### src/rtl/calc_pkg.sv
// Shared calculator definitions: key codes, keypad layout and scanner states.
// Imported by the keypad scanner and the operand/operator register files.
package calc_pkg;

  localparam logic [4:0] NO_KEY  = 5'h1F;
  localparam logic [4:0] KEY_ADD = 5'd10;
  localparam logic [4:0] KEY_SUB = 5'd11;
  localparam logic [4:0] KEY_MUL = 5'd12;
  localparam logic [4:0] KEY_EQ  = 5'd13;
  localparam logic [4:0] KEY_CLR = 5'd14;
  localparam logic [4:0] KEY_NEG = 5'd15;

  typedef enum logic [1:0] {
    SCAN,
    DEBOUNCE,
    HELD
  } scan_state_e;

  // Index is row*4+col; layout "1 2 3 A / 4 5 6 B / 7 8 9 C / * 0 # D".
  function automatic logic [4:0] key_map(input logic [3:0] idx);
    logic [4:0] code;
    code = NO_KEY;
    unique case (idx)
      4'd0:  code = 5'd1;
      4'd1:  code = 5'd2;
      4'd2:  code = 5'd3;
      4'd3:  code = KEY_ADD;
      4'd4:  code = 5'd4;
      4'd5:  code = 5'd5;
      4'd6:  code = 5'd6;
      4'd7:  code = KEY_SUB;
      4'd8:  code = 5'd7;
      4'd9:  code = 5'd8;
      4'd10: code = 5'd9;
      4'd11: code = KEY_MUL;
      4'd12: code = KEY_CLR;
      4'd13: code = 5'd0;
      4'd14: code = KEY_NEG;
      4'd15: code = KEY_EQ;
    endcase
    return code;
  endfunction

endpackage

### src/rtl/sync2.sv
// Two-flop synchronizer for asynchronous level inputs.
// RST_VAL lets pulled-up lines come out of reset at their idle level.
module sync2 #(
  parameter int              WIDTH   = 1,
  parameter logic [WIDTH-1:0] RST_VAL = '0
) (
  input  logic             clock,
  input  logic             reset,
  input  logic [WIDTH-1:0] d,
  output logic [WIDTH-1:0] q
);

  logic [WIDTH-1:0] meta;

  always_ff @(posedge clock or posedge reset) begin
    if (reset) begin
      meta <= RST_VAL;
      q    <= RST_VAL;
    end else begin
      meta <= d;
      q    <= meta;
    end
  end

endmodule

### src/rtl/keypad_scanner.sv
// 4x4 active-low matrix keypad scanner with press/release debounce.
// Emits one 5-bit key code and a single-cycle key_valid per press.
module keypad_scanner
  import calc_pkg::*;
#(
  parameter int SCAN_DIV     = 1000,
  parameter int DEBOUNCE_CNT = 50000
) (
  input  logic       clock,
  input  logic       reset,
  input  logic [3:0] row_n,
  output logic [3:0] col_n,
  output logic [4:0] key_code,
  output logic       key_valid,
  output logic       key_held
);

  localparam int CMAX = (SCAN_DIV > DEBOUNCE_CNT) ?
                        SCAN_DIV : DEBOUNCE_CNT;
  localparam int CW   = $clog2(CMAX);

  localparam logic [CW-1:0] DIV_LAST = CW'(SCAN_DIV - 1);
  localparam logic [CW-1:0] DEB_LAST = CW'(DEBOUNCE_CNT - 1);

  logic [3:0]    rs_n;
  scan_state_e   state_q;
  logic [CW-1:0] div_q;
  logic [CW-1:0] cnt_q;
  logic [1:0]    col_q;
  logic [1:0]    row_q;
  logic          any_low;
  logic [1:0]    first_row;

  sync2 #(
    .WIDTH   (4),
    .RST_VAL (4'hF)
  ) u_row_sync (
    .clock (clock),
    .reset (reset),
    .d     (row_n),
    .q     (rs_n)
  );

  assign col_n   = ~(4'b0001 << col_q);
  assign any_low = ~&rs_n;

  // Lowest-index low row wins when several share a column.
  always_comb begin
    first_row = 2'd0;
    priority case (1'b1)
      !rs_n[0]: first_row = 2'd0;
      !rs_n[1]: first_row = 2'd1;
      !rs_n[2]: first_row = 2'd2;
      !rs_n[3]: first_row = 2'd3;
      default:  first_row = 2'd0;
    endcase
  end

  always_ff @(posedge clock or posedge reset) begin
    if (reset) begin
      state_q   <= SCAN;
      div_q     <= '0;
      cnt_q     <= '0;
      col_q     <= 2'd0;
      row_q     <= 2'd0;
      key_code  <= NO_KEY;
      key_valid <= 1'b0;
      key_held  <= 1'b0;
    end else begin
      key_valid <= 1'b0;
      unique case (state_q)
        SCAN: begin
          if (div_q == DIV_LAST) begin
            div_q <= '0;
            if (any_low) begin
              row_q   <= first_row;
              cnt_q   <= '0;
              state_q <= DEBOUNCE;
            end else begin
              col_q <= col_q + 2'd1;
            end
          end else begin
            div_q <= div_q + CW'(1);
          end
        end
        DEBOUNCE: begin
          if (any_low && first_row == row_q) begin
            if (cnt_q == DEB_LAST) begin
              cnt_q     <= '0;
              key_valid <= 1'b1;
              key_held  <= 1'b1;
              key_code  <= key_map({row_q, col_q});
              state_q   <= HELD;
            end else begin
              cnt_q <= cnt_q + CW'(1);
            end
          end else begin
            cnt_q   <= '0;
            col_q   <= col_q + 2'd1;
            state_q <= SCAN;
          end
        end
        HELD: begin
          if (!any_low) begin
            if (cnt_q == DEB_LAST) begin
              cnt_q    <= '0;
              div_q    <= '0;
              key_code <= NO_KEY;
              key_held <= 1'b0;
              col_q    <= col_q + 2'd1;
              state_q  <= SCAN;
            end else begin
              cnt_q <= cnt_q + CW'(1);
            end
          end else begin
            cnt_q <= '0;
          end
        end
        default: begin
          state_q <= SCAN;
        end
      endcase
    end
  end

endmodule

### config.mk
export PLATFORM = sky130hd
export DESIGN_NAME = keypad_scanner
export DESIGN_NICKNAME = d
export VERILOG_FILES = /design/src/rtl/calc_pkg.sv /design/src/rtl/sync2.sv /design/src/rtl/keypad_scanner.sv
export SDC_FILE = /design/constraint.sdc
export NUM_CORES = 1
export LEC_CHECK = 0
export BUFFER_PORTS_ARGS = -buffer_cell sky130_fd_sc_hd__clkbuf_2
export CORE_ASPECT_RATIO = 1.1
export CORE_MARGIN = 8
export CORE_UTILIZATION = 35
export DETAILED_ROUTE_END_ITERATION = 10
export GPL_ROUTABILITY_DRIVEN = 0
export PLACE_DENSITY = 0.5
export SLEW_MARGIN = 20
export SYNTH_ARGS = -nofsm -noshare
export SYNTH_HDL_FRONTEND = slang
export SYNTH_SLANG_ARGS = --single-unit
### constraint.sdc
create_clock -name clock -period 3.3 [get_ports clock]
set_input_delay 0.495 -clock clock [delete_from_list [all_inputs] [get_ports clock]]
set_output_delay 0.495 -clock clock [all_outputs]
set_load 0.02 [all_outputs]
==> impl_metrics.py <==
metrics = {
    "drt": {
        "via_per_inst": 5.57,
        "drc_errors": 0,
        "drtPass1Iterations": 4,
        "drtIter0Drc": 100,
        "ant_nets": 0,
        "routed_wl_um": 7370,
        "wl_met3_um": 222,
        "vias": 2617,
        "highest_layer": "met4",
        "wl_met1_um": 3480,
        "met2_length_um": 3610,
        "wire_per_inst_um": 15.7,
    },
    "synthesis": {
        "ys_ff_latch": 53,
        "syn_nets": 358,
        "syn_area_um2": 3100,
        "synth_warnings": 0,
        "ys.flop_type": "dfrtp_1",
        "netlist_instances": 341,
        "ys_types": 57,
        "synth_edf_count": 0,
        "synth.avg_cell_area_um2": 9.09,
        "synthArstFlopShare_pct": 100,
        "seq_area_frac_synth_pct": 43.3,
    },
    "sta": {
        "relSlewSlack_pct": 54.7,
        "hold_ws_ns": 0.250,
        "worst_slack_ns": 0.829,
        "finalSetupTns_ns": 0,
        "min_period_ns": 2.47,
        "hold_viol": 0,
        "worstMarginPinSlew_ns": 0.678,
        "grt_setup_unrepaired": "no",
        "setup_viol": 0,
        "period_share_pct": 74.9,
        "clock.fmax_mhz": 405,
        "slew_violations": 0,
        "skew_ns": 0.0102,
    },
    "pwr": {
        "p_sw_share_pct": 23.8,
        "p_leak_nw": 1.35,
        "vdd_drop_max_mv": 0.181,
        "p_switching_uw": 255,
        "p_seq_share_pct": 61.7,
        "internal-power_uw": 819,
        "pwr-share-clk_pct": 36.2,
        "comb_power_share_pct": 2.1,
        "p_per_area_nw_per_um2": 316,
        "power_mw": 1.07,
    },
    "floorplan": {
        "die_h_um": 115,
        "core_area_um2": 8740,
        "initial_utilization_pct": 35.5,
        "ios": 17,
        "dieWidth_um": 106,
        "die-area_um2": 12100,
        "rows": 36,
    },
    "clock_network": {
        "postCtsSetupBuffers": 0,
        "cts_hold_buf": 0,
        "cts_root_buf": "clkbuf_8",
        "cts_tree": "done",
        "clk_pin_slew_ns": 0.11,
        "cts_sinks": 53,
        "htree_levels": 2,
        "clk_latency_ns": 0.31,
        "clockBufferDepth": 2,
        "cts_made_buffers": 5,
        "cts_resized": 0,
    },
    "worst_hold_path": {
        "hold_class": "input port to register",
        "min_from": "row_n[0]",
        "hold_depth": 1,
        "worstHoldEndpoint": "u_row_sync.meta[0]",
    },
    "flow_run": {
        "max_cap_viol_count": 0,
    },
    "critical_path": {
        "crit_type": "register to register",
        "critPathRequiredTime_ns": 3.55,
        "cp-end-kind": "register",
        "crit_fanout": 16,
        "reg2regPathDepth": 6,
        "r2r-start": "cnt_q[0]",
        "rrSetupSlack_ns": 0.83,
        "crit_start": "cnt_q[0]",
        "r2r-end": "div_q[14]",
        "start_kind": "register",
        "cp.arrival_ns": 2.72,
    },
    "place": {
        "port_buffers": 16,
        "dp_cells": 462,
        "pre_cts_slack_ns": 0.818,
        "dpl_cell_area_um2": 3310,
        "dp_hpwl_um": 5280,
    },
    "cells_and_area": {
        "nets": 372,
        "antenna-diode-count": 0,
        "finalInstanceArea_um2": 3400,
        "drive_above_1_share_pct": 15.4,
        "areaGrowthSynthToFinish_pct": 9.64,
        "final_cells": 470,
        "final_util_pct": 38.9,
        "fillers": 913,
    },
    "global_routing": {
        "grt_max_degree": 32,
        "grt_pass1_vias": 2560,
        "grt_overflow": 0,
        "track_usage_pct": 12.5,
        "antenna_found_initial": 0,
        "grt_pass1_wl_um": 12700,
    },
    "status": {
        "status": "completed",
    },
}
[cell usage in the layout, fill, tap and decap left out, types with 5 or more instances in the layout]
cell,count
dfrtp_1,40
nand2_1,36
inv_1,20
a21oi_1,20
o21ai_0,19
nor2_1,18
clkbuf_2,16
nand3_1,14
nand4_1,14
dfstp_2,13
nor3_1,11
ha_1,11
a31oi_1,8
o31ai_1,8
a32oi_1,7
buf_4,7
nor2b_1,6
and3_1,5
or4_1,5
clkbuf_8,5
[Yosys cell counts, drive strengths merged, types with 7 or more instances]
cell | instances | share of area, %
o21ai | 19 | 3.1
nor2 | 18 | 2.2
a32oi | 7 | 2.0
nand3 | 14 | 2.3
inv | 21 | 2.5
a31oi | 8 | 1.6
ha | 11 | 4.4
nand4 | 14 | 2.8
clkbuf | 13 | 1.6
dfrtp | 40 | 32
nand2 | 36 | 4.4
a21oi | 21 | 3.5
dfstp | 13 | 11
nor3 | 11 | 1.8
o31ai | 8 | 1.9
[cell type report]
| class | instances | area (um^2) | area share [%] |
|---|---|---|---|
| inverter | 21 | 78.8 | 2.32 |
| sequential | 53 | 1340 | 39.5 |
| timing repair buffer | 23 | 133 | 3.90 |
| clock buffer | 5 | 68.8 | 2.02 |
| multi-input combinational | 251 | 1610 | 47.3 |
| clock inverter | 3 | 25.0 | 0.736 |
| tap | 114 | 143 | 4.20 |
[how the worst max path moves through the flow]
stage	endpoint	cells after the start
final	div_q[14]	6
after global routing	div_q[15]	6
after CTS	div_q[11]	7
after detailed placement	div_q[4]	7
after global placement	div_q[15]	7
after floorplan	cnt_q[2]	8
[sequential cells by signal (all words and copies together) (netlist names)]
register         cells
state_q              2
u_row_sync.meta      4
key_code             5
key_valid            1
row_q                2
u_row_sync.q         4
div_q               16
key_held             1
cnt_q               16
col_q                2
[per-layer routing]
layer | vias up | global-route usage [%]
met5 | - | 0
met4 | 0 | 3.94
met3 | 4 | 2.03
met2 | 37 | 20.9
met1 | 1269 | 16.1
li1 | 1307 | -
[cell families after synthesis]
| group | share of synthesized area (%) |
|---|---|
| compound gates | 21.0 |
| xor+xnor | 0.283 |
| fa+ha+maj | 4.44 |
| buf+inv | 4.80 |
| flops | 43.3 |
| mux | 2.02 |
| simple gates | 24.2 |
[power by group through the flow]
stage	Clock (mW)	Sequential [mW]	Combinational [mW]
floorplan	0	0.674	0.0146
global placement	0	0.675	0.0244
detailed placement	0	0.675	0.0247
CTS	0.408	0.663	0.0247
global route	0.432	0.664	0.0280
finish	0.389	0.663	0.0231
[critical path, stage by stage (launching register included)]
cell and delay [ns]:
dfrtp_1 0.42, ha_1 0.22, or4b_4 0.48, nor4_4 0.34
a21oi_2 0.23, or4_1 0.56, a21oi_1 0.15
Note: power is estimated with default switching activity, not from simulation.
